--- src/rtl/reg_peek_pkg.sv ---
// Shared constants and the nibble-to-segment decoder for the register viewer.
// Segment patterns are active low, ordered gfedcba.
package reg_peek_pkg;

    localparam logic [3:0] ERR_NIBBLE = 4'hE;
    localparam logic [6:0] SEG_E      = 7'b0000110;

    function automatic logic [6:0] hex_to_seg_n(input logic [3:0] nibble);
        logic [6:0] seg;
        case (nibble)
            4'h0:    seg = 7'b1000000;
            4'h1:    seg = 7'b1111001;
            4'h2:    seg = 7'b0100100;
            4'h3:    seg = 7'b0110000;
            4'h4:    seg = 7'b0011001;
            4'h5:    seg = 7'b0010010;
            4'h6:    seg = 7'b0000010;
            4'h7:    seg = 7'b1111000;
            4'h8:    seg = 7'b0000000;
            4'h9:    seg = 7'b0010000;
            4'hA:    seg = 7'b0001000;
            4'hB:    seg = 7'b0000011;
            4'hC:    seg = 7'b1000110;
            4'hD:    seg = 7'b0100001;
            4'hE:    seg = SEG_E;
            default: seg = 7'b0001110;
        endcase
        return seg;
    endfunction

endpackage

--- src/rtl/peek_debounce.sv ---
// Pushbutton conditioning: 2-flop synchroniser, stability counter and
// a one-cycle press pulse on the debounced falling edge.
module peek_debounce #(
    parameter int unsigned DEBOUNCE_CYC = 50000
) (
    input  logic clk,
    input  logic reset,
    input  logic btn_n_async,
    output logic level,
    output logic press
);

    localparam int unsigned CNT_W = $clog2(DEBOUNCE_CYC + 1);

    logic             sync_1;
    logic             sync_2;
    logic [CNT_W-1:0] stable_cnt;
    logic             settle_c;

    // Last of the required consecutive differing cycles
    assign settle_c = (sync_2 != level) && (stable_cnt == CNT_W'(DEBOUNCE_CYC - 1));

    always_ff @(posedge clk or posedge reset) begin
        if (reset) begin
            sync_1     <= 1'b1;
            sync_2     <= 1'b1;
            level      <= 1'b1;
            stable_cnt <= '0;
            press      <= 1'b0;
        end else begin
            sync_1 <= btn_n_async;
            sync_2 <= sync_1;
            press  <= settle_c && level;
            if (sync_2 == level) begin
                stable_cnt <= '0;
            end else if (settle_c) begin
                level      <= sync_2;
                stable_cnt <= '0;
            end else begin
                stable_cnt <= stable_cnt + CNT_W'(1);
            end
        end
    end

endmodule

--- src/rtl/reg_peek_display.sv ---
// Multi-channel register viewer: snapshots a datapath register on a debounced
// press or auto-scrolls through channels, driving active-low 7-segment digits.
module reg_peek_display
    import reg_peek_pkg::*;
#(
    parameter  int unsigned DATA_W       = 32,
    parameter  int unsigned NUM_CH       = 5,
    parameter  int unsigned DEBOUNCE_CYC = 50000,
    parameter  int unsigned SCROLL_CYC   = 50000000,
    localparam int unsigned SEL_W        = $clog2(NUM_CH),
    localparam int unsigned DIGITS       = DATA_W / 4
) (
    input  logic                     clk,
    input  logic                     reset,
    input  logic [NUM_CH*DATA_W-1:0] ch_data,
    input  logic [SEL_W-1:0]         ch_sel,
    input  logic                     peek_n,
    input  logic                     mode_auto,
    input  logic                     freeze,
    output logic [7*DIGITS-1:0]      hex_out,
    output logic [SEL_W-1:0]         cur_ch,
    output logic                     sel_err
);

    localparam int unsigned SCNT_W = $clog2(SCROLL_CYC + 1);

    logic [SEL_W-1:0]    sel_meta;
    logic [SEL_W-1:0]    sel_sync;
    logic                press;
    logic                btn_level_unused;
    logic [DATA_W-1:0]   snapshot;
    logic [SCNT_W-1:0]   scroll_cnt;
    logic [DATA_W-1:0]   sel_word_c;
    logic [DATA_W-1:0]   cur_word_c;
    logic                sel_ok_c;
    logic                wrap_c;
    logic [SEL_W-1:0]    cur_next_c;
    logic [7*DIGITS-1:0] seg_c;

    function automatic logic [DATA_W-1:0] channel(input logic [NUM_CH*DATA_W-1:0] data,
                                                  input logic [SEL_W-1:0] idx);
        logic [DATA_W-1:0] word;
        word = '0;
        for (int unsigned k = 0; k < NUM_CH; k++) begin
            if (idx == SEL_W'(k)) word = data[k*DATA_W +: DATA_W];
        end
        return word;
    endfunction

    peek_debounce #(.DEBOUNCE_CYC(DEBOUNCE_CYC)) u_debounce (
        .clk         (clk),
        .reset       (reset),
        .btn_n_async (peek_n),
        .level       (btn_level_unused),
        .press       (press)
    );

    always_comb begin
        sel_word_c = channel(ch_data, sel_sync);
        cur_word_c = channel(ch_data, cur_ch);
        sel_ok_c   = 32'(sel_sync) < NUM_CH;
        wrap_c     = scroll_cnt == SCNT_W'(SCROLL_CYC - 1);
        cur_next_c = (cur_ch == SEL_W'(NUM_CH - 1)) ? '0 : cur_ch + SEL_W'(1);
    end

    // Manual mode keeps the scroll counter at zero so auto starts a fresh period
    always_ff @(posedge clk or posedge reset) begin
        if (reset) begin
            sel_meta   <= '0;
            sel_sync   <= '0;
            snapshot   <= {DIGITS{ERR_NIBBLE}};
            cur_ch     <= '0;
            sel_err    <= 1'b0;
            scroll_cnt <= '0;
        end else begin
            sel_meta <= ch_sel;
            sel_sync <= sel_meta;
            if (!mode_auto) begin
                scroll_cnt <= '0;
                if (press && !freeze) begin
                    if (sel_ok_c) begin
                        snapshot <= sel_word_c;
                        cur_ch   <= sel_sync;
                        sel_err  <= 1'b0;
                    end else begin
                        snapshot <= {DIGITS{ERR_NIBBLE}};
                        sel_err  <= 1'b1;
                    end
                end
            end else begin
                sel_err <= 1'b0;
                if (!freeze) begin
                    snapshot <= cur_word_c;
                    if (press || wrap_c) begin
                        cur_ch     <= cur_next_c;
                        scroll_cnt <= '0;
                    end else begin
                        scroll_cnt <= scroll_cnt + SCNT_W'(1);
                    end
                end
            end
        end
    end

    for (genvar d = 0; d < DIGITS; d++) begin : g_digit
        assign seg_c[7*d +: 7] = hex_to_seg_n(snapshot[4*d +: 4]);
    end

    always_ff @(posedge clk or posedge reset) begin
        if (reset) hex_out <= {DIGITS{SEG_E}};
        else       hex_out <= seg_c;
    end

endmodule

--- config.mk ---
export PLATFORM = sky130hd
export DESIGN_NAME = reg_peek_display
export DESIGN_NICKNAME = d
export VERILOG_FILES = /design/src/rtl/reg_peek_pkg.sv /design/src/rtl/peek_debounce.sv /design/src/rtl/reg_peek_display.sv
export SDC_FILE = /design/constraint.sdc
export NUM_CORES = 1
export LEC_CHECK = 0
export CORE_AREA = 2 2 142 144
export CTS_CLUSTER_SIZE = 14
export DETAILED_ROUTE_END_ITERATION = 7
export DIE_AREA = 0 0 144 146
export HOLD_SLACK_MARGIN = 0.15
export PLACE_DENSITY_LB_ADDON = 0.15
export SLEW_MARGIN = 10
export SYNTH_ARGS = -nofsm -noshare
export SYNTH_HDL_FRONTEND = slang
export SYNTH_SLANG_ARGS = --single-unit
--- constraint.sdc ---
create_clock -name clk -period 6 [get_ports clk]
set_input_delay 1.5 -clock clk [delete_from_list [all_inputs] [get_ports clk]]
set_output_delay 1.5 -clock clk [all_outputs]
set_load 0.01 [all_outputs]
==> results.yml, run 1 <==
detailed_routing:
  vias: 8822
  drc: 0
  drt-initial-drc-count: 800
  wl_per_cell_um: 20.5
  viasPerCell: 6.23
  ant_nets: 0
  dr.pass1.iters: 6
  routed_wl_um: 29100
logic_synthesis:
  synthTopCellsByCount: "101 x dfrtp_1, 62 x clkbuf_1, 58 x nor2_1"
  synth_top_cells_by_area: "dfrtp_1 26%, dfstp_2 11%, mux4_2 8.5%"
  syn_area_per_cell_um2: 10.3
  synth_edf_count: 0
  synth_cells: 953
  synth_nets: 1176
  synth_most_common_cell: "dfrtp_1"
  synth_top_area_cell: "dfrtp_1"
  yosysTopAreaCellShare: 0.257
  synth-seq-cells: 144
  synth_area_um2: 9840
  ys.flop_type: "dfrtp_1"
  async_reset_ff_frac: 1.00
  yosysSeqAreaShare: 0.372
  synth.distinct_cells: 70
  yosys_warnings: 0
cts:
  cts_hold_buf: 0
  clock_path_buffers: 2
  clk_pin_slew_ps: 60
  cts-resized-gates: 0
  cts_made_buffers: 17
  cts.sinks: 144
  cts_tree: "built"
  clk_latency_ps: 430
  htree_levels: 4
  root_buffer: "clkbuf_16"
  postCtsSetupBuffers: 0
layout:
  area_growth_pct: 30.4
  fin_nets: 1356
  design_area_um2: 12800
  final_util: 0.664
  fin_cells: 1415
  final_layout_size_suffix_gt1_frac: 0.147
power:
  p_per_area_nw_per_um2: 234
  p_leak_nw: 4.94
  peakVddDrop_v: 0.000209
  power_mw: 3.01
floorplan:
  die_h_um: 146
  initial_core_util: 0.509
  ios: 228
  rows: 51
  coreArea_um2: 19300
  die_w_um: 144
  die_area_um2: 21000
timing:
  worst_pin_slew_ps: 1300
  fin_crit_ps: 4050
  worst_slack_ps: 1950
  finClkSkew_ps: 11.9
  rsz0062_at_grt: "no"
  hold_viol: 0
  finalMaxSlewViolations: 0
  tns_ps: 0
  timing.final.crit_share: 0.674
  setup_violations: 0
  fmax_ghz: 0.247
  relSlewSlack: 0.129
  holdWs_ps: 355
run:
  cap_violations: 0
global_route:
  grt-ovfl-total: 0
  grt_antenna_before_repair: 3
  grt_pass1_wl_um: 46400
  track_usage: 0.279
  grt_pass1_vias: 8690
  grt_max_degree: 97
placement:
  portBuffers: 227
  placed_cells: 1379
  placed_area_um2: 12200
  gp_congestion: 0.878
  place_ws_ps: 1590
  dp_hpwl_um: 20500
critical_path:
  critPathLaunchType: "primary input"
  crit_arrival_ps: 4410
  crit_path_end_kind: "register"
  critPathKind: "in -> reg"
  cp_max_fo: 36
  worstPathRequired_ps: 6370
worst_hold_path:
  hold_path_class: "reg -> reg"
run_status:
  status: "finished, final reports clean"
[report_power, final]
part	switching, mW	internal [mW]	leakage, nW
registers	0.112	1.11	1.77
clock network	0.413	0.634	0.281
logic	0.309	0.426	2.88
total	0.835	2.17	4.94
[final cells by class]
class                      instances  area [um^2]
fill                            1530         6500
tap                              265          332
clock inverter                     9          109
antenna                            4         10.0
inverter                          40          155
sequential                       144         3660
multi-input combinational        693         5760
clock buffer                      23          468
timing repair buffer             237         2350
[final timing paths]
path / start / endpoint / slack [ps] / depth (start not counted)
max: mode_auto / snapshot[14]$_DFFE_PP1P_ / 1950 / 5
min in group asynchronous: reset / u_debounce.stable_cnt[11]$_DFF_PP0_ / 1630 / 2
min reg2reg: sel_meta[1]$_DFF_PP0_ / sel_sync[1]$_DFF_PP0_ / 350 / 0
max reg2reg: cur_ch[1]$_DFFE_PP0P_ / snapshot[18]$_DFFE_PP1P_ / 3110 / 8
max in group asynchronous: reset / snapshot[10]$_DFFE_PP1P_ / 3340 / 3
min: sel_meta[1]$_DFF_PP0_ / sel_sync[1]$_DFF_PP0_ / 350 / 0
[placed cells by master, fill, tap and decap left out, types with 10 or more instances in the layout]
| master | count |
|---|---|
| ha_1 | 54 |
| a22o_1 | 14 |
| nor2b_1 | 45 |
| mux2i_1 | 27 |
| nand3_1 | 24 |
| nor2_1 | 57 |
| xnor2_1 | 13 |
| a21oi_1 | 20 |
| a221o_1 | 20 |
| o21ai_0 | 37 |
| clkdlybuf4s50_1 | 227 |
| buf_4 | 10 |
| inv_1 | 38 |
| a221oi_1 | 41 |
| nand4_1 | 10 |
| a22oi_1 | 21 |
| nand2_1 | 36 |
| clkbuf_16 | 17 |
| mux4_2 | 37 |
| dfrtp_1 | 99 |
| dfstp_2 | 43 |
| o31ai_1 | 31 |
| o221a_2 | 19 |
| nand2b_1 | 10 |
[flip-flops by register name, summed over array words and instances (netlist names), 3 cells and up]
signal and count:
sel_sync 3, u_debounce.stable_cnt 16, cur_ch 3, scroll_cnt 26, sel_meta 3, hex_out 56, snapshot 32
[worst max-delay path, stage by stage]
cell	delay (ps)
clkdlybuf4s50_1	1020
o21bai_4	450
nor2_2	940
o221a_2	370
a221o_1	110
[layer usage]
metal | part of all wire | global-route usage | wire, um
met1 | 0.42 | 0.373 | 12300
met4 | 0.026 | 0.0971 | 769
met3 | 0.077 | 0.0691 | 2250
met5 | 0 | 0 | 0
met2 | 0.47 | 0.444 | 13700
[logic make-up after synthesis]
logic type / synth area share
AO/OA/AOI/OAI: 0.229
XOR/XNOR: 0.0196
adder cells (fa/ha/maj): 0.0699
buffers and inverters: 0.0464
flip-flops: 0.372
multiplexers: 0.121
AND/OR/NAND/NOR: 0.143
(Power assumes the default switching activity.)
==> run 2: changes to the inputs <==
- CORE_AREA: 2 2 142 144 -> 2 2 150 152
- DIE_AREA: 0 0 144 146 -> 0 0 152 154
- clock period: 6 -> 3.4 ns (I/O delays scaled with it)
==> run 2 against run 1 <==
Net effect:
- final cell count grew 2.3%
- cell area grew 2.0%
- sequential power grew 76%
- largest power group unchanged
- critical path depth grew 1
- power grew 83%
- via count shrank 0.59%
- highest routed layer unchanged
- sequential cell count is the same
- global-route usage shrank 2.0 points
- critical path type unchanged
==> results.yml, run 2 (synthesis gave the netlist of run 1 again) <==
placement:
  gp_congestion: 0.878
  dp_hpwl_um: 21800
  placed_cells: 1413
  portBuffers: 227
  place_ws_ps: 518
critical_path:
  crit_arrival_ps: 2840
  max_stage_delay_ps: 790
  cp_top_family: "simple AND/OR/NAND/NOR gates"
  path_cells: "clkdlybuf4s50_1, buf_4, o21bai_4, nor3_1, a222oi_1, o21ai_1"
  crit_slowest_cell: "nor3_1"
  worstPathRequired_ps: 3750
  critPathLaunchType: "primary input"
  cp_max_fo: 14
  critical_path_buf_inv_count: 2
  critPathKind: "in -> reg"
  crit_path_end_kind: "register"
timing:
  worst_pin_slew_ps: 1020
  fin_crit_ps: 2490
  timing.final.crit_share: 0.731
  fmax_ghz: 0.402
  finClkSkew_ps: 8.46
  worst_slack_ps: 913
  holdWs_ps: 359
  setup_violations: 0
  relSlewSlack: 0.317
  rsz0062_at_grt: "no"
  tns_ps: 0
  hold_viol: 0
  finalMaxSlewViolations: 0
cts:
  clk_pin_slew_ps: 60
  htree_levels: 4
  cts-resized-gates: 0
  postCtsSetupBuffers: 0
  cts_tree: "built"
  root_buffer: "clkbuf_16"
  cts.sinks: 144
  clk_latency_ps: 430
  clock_path_buffers: 2
  cts_hold_buf: 0
  cts_made_buffers: 17
detailed_routing:
  drc: 0
  drt-initial-drc-count: 676
  ant_nets: 0
  viasPerCell: 6.06
  vias: 8770
  routed_wl_um: 30500
  dr.pass1.iters: 5
  wl_per_cell_um: 21.0
global_route:
  grt_max_degree: 62
  use_met1: 0.353
  grt_pass1_wl_um: 48700
  busiest_layer: "met2"
  grt-ovfl-total: 0
  grt_antenna_before_repair: 2
  use_met3: 0.0592
  grt_pass1_vias: 8784
  use_met2: 0.417
  track_usage: 0.259
power:
  swShare: 0.274
  peakVddDrop_v: 0.000337
  p_per_area_nw_per_um2: 421
  p_leak_nw: 5.07
  internal-power_mw: 4.00
  p_seq_frac: 0.394
  p_sw_mw: 1.51
  power_frac_comb: 0.239
  p_clk_frac: 0.367
layout:
  biggestRegsByFlops: "hex_out x56, snapshot x32, scroll_cnt x26"
  regMostFlops: "hex_out"
  fin_nets: 1375
  area_growth_pct: 33.0
  final_layout_size_suffix_gt1_frac: 0.165
  fillers: 1795
  final_util: 0.604
  fin_cells: 1448
  final_common_cell: "clkdlybuf4s50_1"
  layout_common_cells: "227 x clkdlybuf4s50_1, 99 x dfrtp_1, 57 x nor2_1"
  largest_reg_flops: 56
floorplan:
  die_area_um2: 23400
  initial_core_util: 0.454
  coreArea_um2: 21700
  die_w_um: 152
  ios: 228
  die_h_um: 154
  rows: 54
worst_hold_path:
  hold_path_class: "reg -> reg"
run_status:
  status: "finished, final reports clean"
run:
  cap_violations: 0
run 2: path summary, 6_finish.rpt:
check                                            from                    endpoint  slack, ps  cells past startpoint
max in group asynchronous                       reset    snapshot[22]$_DFFE_PP1P_       1700                      3
worst max register to register  cur_ch[0]$_DFFE_PP0P_    snapshot[31]$_DFFE_PP1P_       1020                      7
min in group asynchronous                       reset  scroll_cnt[14]$_DFFE_PP0P_        890                      2
worst min-delay path            sel_meta[0]$_DFF_PP0_       sel_sync[0]$_DFF_PP0_        360                      0
worst min register to register  sel_meta[0]$_DFF_PP0_       sel_sync[0]$_DFF_PP0_        360                      0
worst max-delay path                           freeze     snapshot[0]$_DFFE_PP0P_        910                      6
run 2: power by group through the flow:
stage,clock network [mW],registers (mW),logic (mW)
6_report,2.02,2.17,1.32
5_1_grt,2.13,2.20,1.43
4_1_cts,2.06,2.17,1.32
3_5_place_dp,0,2.20,1.31
3_3_place_gp,0,2.19,1.30
2_1_floorplan,0,2.17,0.637
run 2: area by class of cell:
class	count	area (um^2)	area share
diodes	3	7.51	0.000573
clock buffers	19	453	0.0346
repair buffers	256	2530	0.193
inverters	40	154	0.0118
multi-input cells	693	5760	0.440
clock inverters	13	185	0.0141
flip-flops and latches	144	3660	0.280
well taps	280	350	0.0268
run 2: through the flow:
step | area [um^2] | power, mW
finish | 13100 | 5.51
global route | 13100 | 5.77
CTS | 13100 | 5.55
detailed placement | 12400 | 3.51
global placement | 12400 | 3.49
floorplan | 9850 | 2.80
run 2: per-layer routing:
metal	share of wire	vias up
li1	-	4106
met5	0	-
met2	0.48	358
met4	0.016	0
met3	0.070	36
met1	0.43	4270
run 2: worst register-to-register path, cell delays in order (launching register included):
cell and delay (ps):
dfrtp_1 460, inv_1 120, ha_1 300, nor2b_2 250
buf_4 420, a221oi_1 160, o311a_1 370, o211ai_1 210
==> run 3: changes to the inputs <==
- CORE_AREA: 2 2 150 152 -> 2 2 142 144
- DIE_AREA: 0 0 152 154 -> 0 0 144 146
- clock period: 3.4 -> 2.3 ns (I/O delays scaled with it)
==> run 3 against run 2 <==
Net effect:
- sequential cell count unchanged
- hold slack got worse by 11 ps
- critical path type unchanged
- via count increased by 1.4%
- sequential share of layout area decreased by 0.50 points
==> results.yml, run 3 (synthesis gave the netlist of run 1 again) <==
timing:
  finClkSkew_ps: 9.53
  rsz0062_at_grt: "no"
  hold_viol: 0
  tns_ps: 0
  fmax_ghz: 0.465
  relSlewSlack: 0.480
  timing.final.crit_share: 0.935
  fin_crit_ps: 2150
  worst_slack_ps: 150
  finalMaxSlewViolations: 0
  setup_violations: 0
  worst_pin_slew_ps: 778
  holdWs_ps: 348
layout:
  layout_common_cells: "227 x clkdlybuf4s50_1, 99 x dfrtp_1, 57 x nor2_1"
  biggestRegsByFlops: "hex_out x56, snapshot x32, scroll_cnt x26"
  design_area_um2: 13300
  regMostFlops: "hex_out"
  largest_reg_flops: 56
  fin_nets: 1390
  final_common_cell: "clkdlybuf4s50_1"
  final_layout_size_suffix_gt1_frac: 0.175
  area_growth_pct: 35.4
detailed_routing:
  wl_per_cell_um: 20.6
  drt-initial-drc-count: 819
  ant_nets: 0
  viasPerCell: 6.14
  vias: 8890
  routed_wl_um: 29900
  drc: 0
  dr.pass1.iters: 5
cts:
  clock_path_buffers: 2
  root_buffer: "clkbuf_16"
  clk_latency_ps: 430
  cts.sinks: 144
  cts_tree: "built"
  htree_levels: 4
  clk_pin_slew_ps: 60
  cts_made_buffers: 17
  postCtsSetupBuffers: 0
  cts_hold_buf: 0
  cts-resized-gates: 1
global_route:
  grt_antenna_before_repair: 3
  use_met1: 0.387
  grt_pass1_vias: 8932
  grt-ovfl-total: 0
  grt_max_degree: 76
  busiest_layer: "met2"
  track_usage: 0.286
  use_met3: 0.0602
  use_met2: 0.455
  grt_pass1_wl_um: 47600
floorplan:
  die_area_um2: 21000
  rows: 51
  die_h_um: 146
  initial_core_util: 0.509
  ios: 228
  die_w_um: 144
  coreArea_um2: 19300
critical_path:
  crit_path_end_kind: "register"
  crit_arrival_ps: 2470
  max_stage_delay_ps: 490
  critPathLaunchType: "primary input"
  worstPathRequired_ps: 2620
  critPathKind: "in -> reg"
  cp_max_fo: 12
  crit_slowest_cell: "or4_1"
  path_cells: "clkdlybuf4s50_1, a21bo_1, or3_4, or4_1, a221oi_1"
run:
  cap_violations: 0
placement:
  portBuffers: 227
  place_ws_ps: -337
  dp_hpwl_um: 21600
  placed_area_um2: 12600
  gp_congestion: 0.858
power:
  peakVddDrop_v: 0.000539
  p_per_area_nw_per_um2: 630
  p_leak_nw: 5.19
worst_hold_path:
  hold_path_class: "reg -> reg"
run_status:
  status: "finished, final reports clean"
[run 3: metrics by stage]
stage	util	total power, mW	cells
6_report	0.690	8.40	1448
5_1_grt	0.689	8.75	1447
4_1_cts	0.689	8.44	1445
3_5_place_dp	0.653	5.21	1413
3_3_place_gp	0.653	5.17	1413
2_1_floorplan	-	4.14	953
[run 3: path summary, 6_finish.rpt]
check,startpoint,to,slack (ps),depth (start not counted)
setup / recovery,freeze,scroll_cnt[21]$_DFFE_PP0P_,150,5
hold / removal,sel_meta[1]$_DFF_PP0_,sel_sync[1]$_DFF_PP0_,350,0
setup reg to reg,cur_ch[1]$_DFFE_PP0P_,snapshot[15]$_DFFE_PP1P_,150,6
hold reg to reg,sel_meta[1]$_DFF_PP0_,sel_sync[1]$_DFF_PP0_,350,0
max in group asynchronous,reset,hex_out[30]$_DFF_PP1_,1290,3
min in group asynchronous,reset,scroll_cnt[23]$_DFFE_PP0P_,600,3
[run 3: cell type report]
cell class	instances	area, um^2
Clock buffer	23	478
Clock inverter	9	203
Multi-Input combinational cell	693	5770
Inverter	40	154
Antenna cell	3	7.51
Tap cell	265	332
Sequential cell	144	3660
Fill cell	1466	6000
Timing Repair Buffer	271	2730
[run 3: critical path: cells and delay by family]
family          cells  cell delay [ps]
simple gates        2              920
buf+inv             1              440
compound gates      2              530
[run 3: where the power goes]
| part | total (mW) | switching (mW) | internal, mW | leakage [nW] |
|---|---|---|---|---|
| clock | 3.22 | 1.09 | 2.13 | 0.332 |
| sequential | 3.20 | 0.294 | 2.91 | 1.77 |
| combinational | 1.97 | 0.822 | 1.15 | 3.09 |
| total | 8.40 | 2.21 | 6.19 | 5.19 |
[run 3: per-layer routing]
metal | share of wire | vias up
li1 | - | 4133
met1 | 0.43 | 4303
met2 | 0.47 | 404
met3 | 0.080 | 50
met4 | 0.021 | 0
met5 | 0 | -
